## config.mk

```make
export PLATFORM = sky130hd
export DESIGN_NAME = decode_stage
export DESIGN_NICKNAME = d
export VERILOG_FILES = /design/src/rtl/decode_stage.sv
export SDC_FILE = /design/constraint.sdc
export NUM_CORES = 1
export LEC_CHECK = 0
export CORE_MARGIN = 1
export CORE_UTILIZATION = 32
export CTS_CLUSTER_SIZE = 30
export DETAILED_ROUTE_END_ITERATION = 10
export PLACE_DENSITY = 0.55
export SETUP_SLACK_MARGIN = 0.4
export SLEW_MARGIN = 0
export SYNTH_ARGS = -nofsm -noshare
export SYNTH_HDL_FRONTEND = slang
export SYNTH_SLANG_ARGS = --single-unit
export TNS_END_PERCENT = 30
```

## constraint.sdc

```tcl
create_clock -name clk -period 3.7 [get_ports clk]
set_input_delay 0.74 -clock clk [delete_from_list [all_inputs] [get_ports clk]]
set_output_delay 0.74 -clock clk [all_outputs]
set_load 0.05 [all_outputs]
```

## src/rtl/decode_stage.sv

```systemverilog
`default_nettype none
// ============================================================================
// Module   : decode_stage
// Brief    : Registered RV32I decode stage with valid/ready handshake,
//            2-entry skid buffer, flush and decoded/illegal counters.
// Revision : 1.0 - initial release
// ============================================================================
module decode_stage #(
   parameter int XLEN         = 32,
   parameter int PC_W         = 32,
   parameter int ENABLE_CSR   = 1,
   parameter int ENABLE_FENCE = 1,
   parameter int CNT_W        = 32
) (
   input  logic             clk,
   input  logic             rst,
   input  logic             flush,
   input  logic             in_valid,
   output logic             in_ready,
   input  logic [PC_W-1:0]  in_pc,
   input  logic [31:0]      in_instr,
   output logic             out_valid,
   input  logic             out_ready,
   output logic [PC_W-1:0]  out_pc,
   output logic [6:0]       out_opcode,
   output logic [4:0]       out_rd,
   output logic [2:0]       out_funct3,
   output logic [4:0]       out_rs1,
   output logic [4:0]       out_rs2,
   output logic [6:0]       out_funct7,
   output logic [3:0]       out_type,
   output logic [XLEN-1:0]  out_imm,
   output logic             out_illegal,
   output logic [CNT_W-1:0] cnt_decoded,
   output logic [CNT_W-1:0] cnt_illegal
);

   // Instruction type encodings; INVALID is zero so a reset register reads INVALID
   localparam logic [3:0] TYPE_INVALID = 4'd0;
   localparam logic [3:0] TYPE_U       = 4'd1;
   localparam logic [3:0] TYPE_J       = 4'd2;
   localparam logic [3:0] TYPE_I       = 4'd3;
   localparam logic [3:0] TYPE_B       = 4'd4;
   localparam logic [3:0] TYPE_S       = 4'd5;
   localparam logic [3:0] TYPE_R       = 4'd6;

   localparam logic [6:0] OPC_LUI    = 7'b0110111;
   localparam logic [6:0] OPC_AUIPC  = 7'b0010111;
   localparam logic [6:0] OPC_JAL    = 7'b1101111;
   localparam logic [6:0] OPC_JALR   = 7'b1100111;
   localparam logic [6:0] OPC_BRANCH = 7'b1100011;
   localparam logic [6:0] OPC_LOAD   = 7'b0000011;
   localparam logic [6:0] OPC_STORE  = 7'b0100011;
   localparam logic [6:0] OPC_OPIMM  = 7'b0010011;
   localparam logic [6:0] OPC_OP     = 7'b0110011;
   localparam logic [6:0] OPC_FENCE  = 7'b0001111;
   localparam logic [6:0] OPC_SYSTEM = 7'b1110011;

   // One buffered, already-decoded instruction
   typedef struct packed {
      logic [PC_W-1:0] pc;
      logic [31:0]     instr;
      logic [3:0]      typ;
      logic [XLEN-1:0] imm;
      logic            illegal;
   } entry_t;

   entry_t           main_q, main_d;
   entry_t           skid_q, skid_d;
   logic             main_valid_q, main_valid_d;
   logic             skid_valid_q, skid_valid_d;
   logic             in_ready_q, in_ready_d;
   logic [CNT_W-1:0] cnt_decoded_q, cnt_decoded_d;
   logic [CNT_W-1:0] cnt_illegal_q, cnt_illegal_d;

   logic [3:0]       dec_type;
   logic [31:0]      dec_imm32;
   logic [XLEN-1:0]  dec_imm;
   logic             dec_illegal;
   entry_t           dec_entry;
   logic             accept;
   logic             out_xfer;
   logic             main_free;

   // Combinational decode of the incoming word; illegal forces INVALID and imm 0
   always_comb begin
      dec_type  = TYPE_INVALID;
      dec_imm32 = '0;
      unique case (in_instr[6:0])
         OPC_LUI, OPC_AUIPC:           dec_type = TYPE_U;
         OPC_JAL:                      dec_type = TYPE_J;
         OPC_JALR, OPC_LOAD, OPC_OPIMM: dec_type = TYPE_I;
         OPC_FENCE:                    dec_type = (ENABLE_FENCE != 0) ? TYPE_I : TYPE_INVALID;
         OPC_SYSTEM:                   dec_type = (ENABLE_CSR != 0) ? TYPE_I : TYPE_INVALID;
         OPC_BRANCH:                   dec_type = TYPE_B;
         OPC_STORE:                    dec_type = TYPE_S;
         OPC_OP:                       dec_type = TYPE_R;
         default:                      dec_type = TYPE_INVALID;
      endcase
      dec_illegal = (dec_type == TYPE_INVALID);
      unique case (dec_type)
         TYPE_I:  dec_imm32 = {{20{in_instr[31]}}, in_instr[31:20]};
         TYPE_S:  dec_imm32 = {{20{in_instr[31]}}, in_instr[31:25], in_instr[11:7]};
         TYPE_B:  dec_imm32 = {{19{in_instr[31]}}, in_instr[31], in_instr[7],
                               in_instr[30:25], in_instr[11:8], 1'b0};
         TYPE_J:  dec_imm32 = {{11{in_instr[31]}}, in_instr[31], in_instr[19:12],
                               in_instr[20], in_instr[30:21], 1'b0};
         TYPE_U:  dec_imm32 = {in_instr[31:12], 12'b0};
         default: dec_imm32 = '0;
      endcase
      // Every 32-bit immediate carries instr[31] in bit 31, so widen by replicating it
      dec_imm       = {XLEN{dec_imm32[31]}};
      dec_imm[31:0] = dec_imm32;
      dec_entry.pc      = in_pc;
      dec_entry.instr   = in_instr;
      dec_entry.typ     = dec_type;
      dec_entry.imm     = dec_imm;
      dec_entry.illegal = dec_illegal;
   end

   assign accept    = in_valid && in_ready_q && !flush;
   assign out_xfer  = main_valid_q && out_ready;
   assign main_free = !main_valid_q || out_xfer;

   // Next-state for the main/skid pair, registered ready and counters
   always_comb begin
      main_d        = main_q;
      skid_d        = skid_q;
      main_valid_d  = main_valid_q;
      skid_valid_d  = skid_valid_q;
      cnt_decoded_d = cnt_decoded_q + CNT_W'(out_xfer);
      cnt_illegal_d = cnt_illegal_q + CNT_W'(out_xfer && main_q.illegal);
      if (skid_valid_q) begin
         // Ready is low while the skid is full, so only draining is possible
         if (out_xfer) begin
            main_d       = skid_q;
            skid_valid_d = 1'b0;
         end
      end else if (accept) begin
         if (main_free) begin
            main_d       = dec_entry;
            main_valid_d = 1'b1;
         end else begin
            skid_d       = dec_entry;
            skid_valid_d = 1'b1;
         end
      end else if (out_xfer) begin
         main_valid_d = 1'b0;
      end
      if (flush) begin
         main_valid_d = 1'b0;
         skid_valid_d = 1'b0;
      end
      in_ready_d = !skid_valid_d;
   end

   // State registers with synchronous reset
   always_ff @(posedge clk) begin
      if (rst) begin
         main_q        <= '0;
         skid_q        <= '0;
         main_valid_q  <= 1'b0;
         skid_valid_q  <= 1'b0;
         in_ready_q    <= 1'b1;
         cnt_decoded_q <= '0;
         cnt_illegal_q <= '0;
      end else begin
         main_q        <= main_d;
         skid_q        <= skid_d;
         main_valid_q  <= main_valid_d;
         skid_valid_q  <= skid_valid_d;
         in_ready_q    <= in_ready_d;
         cnt_decoded_q <= cnt_decoded_d;
         cnt_illegal_q <= cnt_illegal_d;
      end
   end

   assign in_ready    = in_ready_q;
   assign out_valid   = main_valid_q;
   assign out_pc      = main_q.pc;
   assign out_opcode  = main_q.instr[6:0];
   assign out_rd      = main_q.instr[11:7];
   assign out_funct3  = main_q.instr[14:12];
   assign out_rs1     = main_q.instr[19:15];
   assign out_rs2     = main_q.instr[24:20];
   assign out_funct7  = main_q.instr[31:25];
   assign out_type    = main_q.typ;
   assign out_imm     = main_q.imm;
   assign out_illegal = main_q.illegal;
   assign cnt_decoded = cnt_decoded_q;
   assign cnt_illegal = cnt_illegal_q;

endmodule
`default_nettype wire

```

==> flow_metrics.py, run 1 <==
metrics = {
    "pwr": {
        "p_leak_uw": 0.00495,
        "p_per_area_nw_per_um2": 474,
        "peakVddDrop_uv": 370,
    },
    "synthesis": {
        "synth-seq-cells": 267,
        "synth_top_flop_cell": "dfxtp_1",
        "async_flop_share": 0,
        "syn_inst": 1303,
        "yosys-top-cells-area": "dfxtp_1, nand2_1, a211oi_1",
        "post-synth-top-count-cell": "dfxtp_1",
        "synth_area_um2": 11100,
        "synthDistinctLibCells": 55,
        "yosys_warnings": 0,
        "yosys.area.top_type": "dfxtp_1",
        "avgSynthCellArea_um2": 8.55,
        "syn-num-nets": 1376,
        "synth_edf_count": 0,
        "synth_top_area_frac": 0.480,
        "ys_seq_area_frac": 0.480,
        "synth_common_cells": "dfxtp_1, nand2_1, nor2_1",
    },
    "floorplan": {
        "core.rowCount": 67,
        "io_pins": 236,
        "core_um2": 33900,
        "dieArea_um2": 35600,
        "die_w_um": 189,
        "die_y_um": 189,
        "initial_core_util": 0.329,
    },
    "routing": {
        "wl_per_cell_um": 16.2,
        "vias_per_cell": 5.00,
        "antenna_left": 0,
        "first_iter_violations": 411,
        "firstDrtPassIters": 4,
        "drt_wl_total_um": 31800,
        "vias": 9834,
        "drc": 0,
    },
    "setup_path": {
        "crit_path_top_delay_cell": "clkdlybuf4s50_1",
        "r2r-start": "out_valid",
        "cp-start-kind": "primary input",
        "max_stage_delay_ns": 0.55,
        "crit_family": "simple AND/OR/NAND/NOR gates",
        "endpoint_kind": "register",
        "arrival_ns": 3.26,
        "rrSetupSlack_ns": 1.19,
        "crit_buf_inv": 1,
        "reg2reg_to": "cnt_decoded[26]",
        "critPathKind": "primary input to register",
        "cp_max_fo": 6,
        "r2r_cells": 8,
        "path_cells": "clkdlybuf4s50_1 > and2_1 > ha_1 > ha_1 > nand3_1 > nor3_1 > nand3_1 > or3_1 > a21oi_1",
        "crit_required_ns": 4.17,
    },
    "sta": {
        "drv_slew": 0,
        "period_share": 0.753,
        "slew_headroom": 0.316,
        "setup_violations": 0,
        "fin_worst_skew_ns": 0.00672,
        "fmax_mhz": 359,
        "tightest_slew_ns": 1.03,
        "layout_min_cycle_time_ns": 2.78,
        "finalHoldViolations": 0,
        "grt_setup_unrepaired": "no",
        "tns_ns": 0,
    },
    "clock_network": {
        "numCtsBuffers": 31,
        "ctsHtreeMaxLevel": 1,
        "cts_tree": "yes",
        "cts_setup_buffers": 0,
        "cts_hold_buffers": 0,
        "cts_resized": 0,
        "cts-root-buf": "clkbuf_16",
        "clkTransAtPathRegs_ns": 0.06,
        "cts_sinks": 267,
        "cts_buffer_depth": 3,
        "clkLatencyLatePin_ns": 0.56,
    },
    "worst_hold_path": {
        "min_delay_worst_endpoint": "skid_q[97]",
        "whs_path_depth": 2,
        "worstHoldPathType": "register to register",
        "hold_path_startpoint": "skid_q[97]",
    },
    "global_route": {
        "grt_antenna_before_repair": 0,
        "grt_pass1_wl_um": 50700,
        "grt_max_degree": 146,
        "grt_overflow_total": 0,
        "grt_pass1_vias": 9320,
        "grtUsageTotal": 0.173,
    },
    "layout": {
        "diodes": 0,
        "nNetsFinal": 1567,
        "syn_to_final_growth_pct": 34.3,
        "fin_area_um2": 15000,
        "drive_gt1_frac": 0.0587,
    },
    "placed_design": {
        "hpwlAfterDp_um": 20600,
        "numPortBuffers": 234,
        "place_area_um2": 13900,
        "gp_congestion": 0.810,
    },
    "run": {
        "cap_violations": 0,
    },
    "status": {
        "outcome": "finished clean",
    },
}
==> cell type report <==
| cell class | instances | area, um2 |
|---|---|---|
| inverters | 6 | 22.5 |
| fillers | 3319 | 18900 |
| flip-flops and latches | 267 | 5350 |
| well taps | 448 | 561 |
| clock inverters | 11 | 164 |
| repair buffers | 256 | 2540 |
| multi-input cells | 932 | 5400 |
| clock buffers | 45 | 938 |
==> sequential cells by signal, summed over array words and instances (netlist names) <==
register	count
out_illegal	1
out_rd	5
out_imm	32
out_valid	1
in_ready	1
skid_valid_q	1
out_funct3	3
out_rs2	5
out_rs1	5
out_pc	32
out_opcode	7
skid_q	100
out_funct7	7
cnt_decoded	32
out_type	3
cnt_illegal	32
==> how the worst max path moves through the flow <==
stage               from              end  slack (ns)  cells after the start
6_report       out_ready  cnt_decoded[26]        0.92                      9
3_3_place_gp   out_ready  cnt_decoded[26]        0.45                      9
3_5_place_dp   out_ready  cnt_decoded[26]        0.36                      9
4_1_cts        out_ready  cnt_decoded[26]        0.95                      9
2_1_floorplan  out_valid  cnt_decoded[26]        1.25                      8
5_1_grt        out_ready  cnt_decoded[26]        0.76                      9
==> cell families after synthesis <==
kind of cell | synth area share
fa+ha+maj | 0.00449
other cells | 0.000337
flops | 0.480
xor+xnor | 0.0401
simple gates | 0.217
buf+inv | 0.0382
compound gates | 0.160
mux | 0.0603
==> worst register-to-register path, delay by kind of cell (launching register included) <==
family	cells	cell delay, ns
AO/OA/AOI/OAI	1	0.13
AND/OR/NAND/NOR	5	1.35
adder cells (fa/ha/maj)	2	0.49
flip-flops	1	0.44
==> where the power goes <==
part / switching [uW] / total [uW] / internal [uW]
clock network: 1250 / 3270 / 2020
logic: 535 / 821 / 286
registers: 44.4 / 3000 / 2960
total: 1830 / 7090 / 5270
==> through the flow <==
| step | hold slack, ns | total power, uW | util | setup slack [ns] | cells |
|---|---|---|---|---|---|
| floorplan | 0.432 | 3570 | - | 1.25 | 1303 |
| global placement | 0.441 | 3890 | 0.409 | 0.446 | 1909 |
| detailed placement | 0.446 | 3890 | 0.409 | 0.361 | 1909 |
| CTS | 0.455 | 7200 | 0.442 | 0.946 | 1965 |
| global route | 0.470 | 7350 | 0.442 | 0.761 | 1965 |
| finish | 0.452 | 7090 | 0.442 | 0.915 | 1965 |
==> layer usage <==
metal,vias to the layer above,track usage,share of wire
li1,4961,-,-
met1,4626,0.227,0.47
met2,206,0.285,0.45
met3,41,0.0427,0.067
met4,0,0.0406,0.016
met5,-,0,0
==> cells in the final DEF (no fill, tap or decap), types with 8 or more instances in the layout <==
| master | n |
|---|---|
| a211oi_1 | 101 |
| a21oi_1 | 95 |
| a221oi_1 | 14 |
| and3_1 | 13 |
| and4_1 | 8 |
| buf_4 | 20 |
| clkbuf_16 | 31 |
| clkbuf_8 | 12 |
| clkdlybuf4s50_1 | 233 |
| dfxtp_1 | 266 |
| mux2i_1 | 66 |
| nand2_1 | 204 |
| nand3_1 | 30 |
| nand3b_1 | 11 |
| nand4_1 | 27 |
| nor2_1 | 168 |
| nor2b_1 | 11 |
| nor3_1 | 13 |
| o21ai_0 | 44 |
| or3_1 | 9 |
| xnor2_1 | 15 |
| xor2_1 | 36 |
Power figures use the tool's default switching activity.
==> run 2, diff against run 1 <==
Clock period 3.7 ns to 2.8 ns, I/O delays scaled along.
==> flow_metrics.py, run 2 (synthesized netlist as in run 1, its figures left out) <==
metrics = {
    "status": {
        "outcome": "finished clean",
    },
    "layout": {
        "post-route-util": 0.449,
        "fillers": 3362,
        "layout_commonest_cell": "dfxtp_1",
        "largest_reg_flops": 100,
        "largest-register": "skid_q",
        "final_cell_mix": "dfxtp_1, clkdlybuf4s50_1, nand2_1",
        "fin_area_um2": 15200,
        "syn_to_final_growth_pct": 36.6,
        "diodes": 0,
        "drive_gt1_frac": 0.0756,
        "nNetsFinal": 1597,
    },
    "pwr": {
        "p_leak_uw": 0.00541,
        "p_per_area_nw_per_um2": 602,
        "peakVddDrop_uv": 473,
    },
    "placed_design": {
        "numPortBuffers": 234,
        "hpwlAfterDp_um": 21600,
        "place_area_um2": 14200,
        "gp_congestion": 0.841,
    },
    "setup_path": {
        "r2r-start": "out_valid",
        "path_cells": "clkdlybuf4s50_1",
        "cp-start-kind": "register",
        "crit_required_ns": 2.24,
        "critPathKind": "register to primary output",
        "endpoint": "cnt_illegal[19]",
        "arrival_ns": 1.83,
        "cp.depth": 1,
        "reg2reg_to": "cnt_decoded[31]",
        "cp_max_fo": 5,
        "crit_buf_inv": 1,
        "crit_family": "buffers and inverters",
        "max_stage_delay_ns": 0.84,
        "endpoint_kind": "primary output",
        "crit_path_top_delay_cell": "clkdlybuf4s50_1",
        "rrSetupSlack_ns": 0.74,
        "r2r_cells": 6,
        "crit_start": "cnt_illegal[19]",
    },
    "clock_network": {
        "clkLatencyLatePin_ns": 0.58,
        "numCtsBuffers": 31,
        "cts_setup_buffers": 0,
        "cts_sinks": 267,
        "ctsHtreeMaxLevel": 1,
        "clkTransAtPathRegs_ns": 0.06,
        "cts_tree": "yes",
        "cts_buffer_depth": 3,
        "cts-root-buf": "clkbuf_16",
    },
    "sta": {
        "holdWs_ns": 0.451,
        "finalHoldViolations": 0,
        "fmax_mhz": 419,
        "setup_violations": 0,
        "fin_worst_skew_ns": 0.0172,
        "slew_headroom": 0.568,
        "period_share": 0.852,
        "tightest_slew_ns": 0.648,
        "drv_slew": 0,
        "grt_setup_unrepaired": "yes",
        "layout_min_cycle_time_ns": 2.39,
    },
    "floorplan": {
        "dieArea_um2": 35600,
        "die_y_um": 189,
        "initial_core_util": 0.329,
        "die_w_um": 189,
        "core_um2": 33900,
        "core.rowCount": 67,
        "io_pins": 236,
    },
    "global_route": {
        "grtUsageTotal": 0.179,
        "grt_max_degree": 74,
        "grt_pass1_vias": 9549,
        "grt_pass1_wl_um": 52000,
        "grt_overflow_total": 0,
        "grt_antenna_before_repair": 1,
    },
    "run": {
        "cap_violations": 0,
    },
    "routing": {
        "vias_per_cell": 4.98,
        "antenna_left": 0,
        "vias": 9937,
        "drt_wl_total_um": 32100,
        "wl_per_cell_um": 16.1,
        "first_iter_violations": 553,
        "firstDrtPassIters": 5,
        "drc": 0,
    },
    "worst_hold_path": {
        "worstHoldPathType": "register to register",
    },
}
## run 2: cell count changes in the layout (fill, tap and decap cells not counted)
cell and change:
buf_12 +5, clkbuf_1 +4, dfxtp_1 -1, clkinvlp_4 -2
clkdlybuf4s50_1 -24, inv_16 +1, clkbuf_8 -3, dlymetal6s2s_1 +15
buf_4 +25, clkinv_2 +3, dlygate4sd2_1 +9, bufinv_16 -2
dfxtp_2 +1
## run 2: final cells by class
class	instances	area (um2)	area share
Clock buffer	46	912	0.0599
Clock inverter	11	124	0.00814
Sequential cell	267	5350	0.352
Timing Repair Buffer	286	2850	0.187
Multi-Input combinational cell	932	5400	0.355
Inverter	6	22.5	0.00148
Tap cell	448	561	0.0368
## run 2: per-layer routing
metal	share of wire	track usage
met1	0.45	0.236
met2	0.45	0.287
met3	0.075	0.0544
met4	0.017	0.0357
met5	0.00037	0
## run 2: worst min-delay path by stage
stage,start,end,slack (ns),cells after the start
2_1_floorplan,skid_q[10],skid_q[10],0.43,2
3_3_place_gp,out_imm[13],out_imm[13],0.44,2
3_5_place_dp,out_imm[16],out_imm[16],0.45,2
4_1_cts,skid_q[96],skid_q[96],0.45,2
5_1_grt,skid_q[72],skid_q[72],0.47,2
6_report,skid_q[97],skid_q[97],0.45,2
## run 2: power by group
group / switching [uW] / internal, uW
Sequential: 60.9 / 3910
Clock: 1640 / 2430
Combinational: 715 / 406
## run 2: through the flow
stage | cells | setup slack (ns) | TNS, ns | total power, uW
final | 1996 | 0.414 | 0 | 9160
after global routing | 1996 | 0.364 | 0 | 9550
after floorplan | 1303 | 0.512 | 0 | 4710
after CTS | 1996 | 0.359 | 0 | 9300
after global placement | 1939 | 0.0695 | 0 | 5170
after detailed placement | 1939 | -0.0347 | -0.0867 | 5180
## run 2: repair_timing
item / in CTS / in global routing
setup endpoints to repair: 30 / 52
hold buffers: 0 / 0
resized for setup: 9 / 15
## run 2: worst min-delay path: stages, from the launching register on
cell and delay, ns:
dfxtp_1 0.30, nand2_1 0.05, a21oi_1 0.05
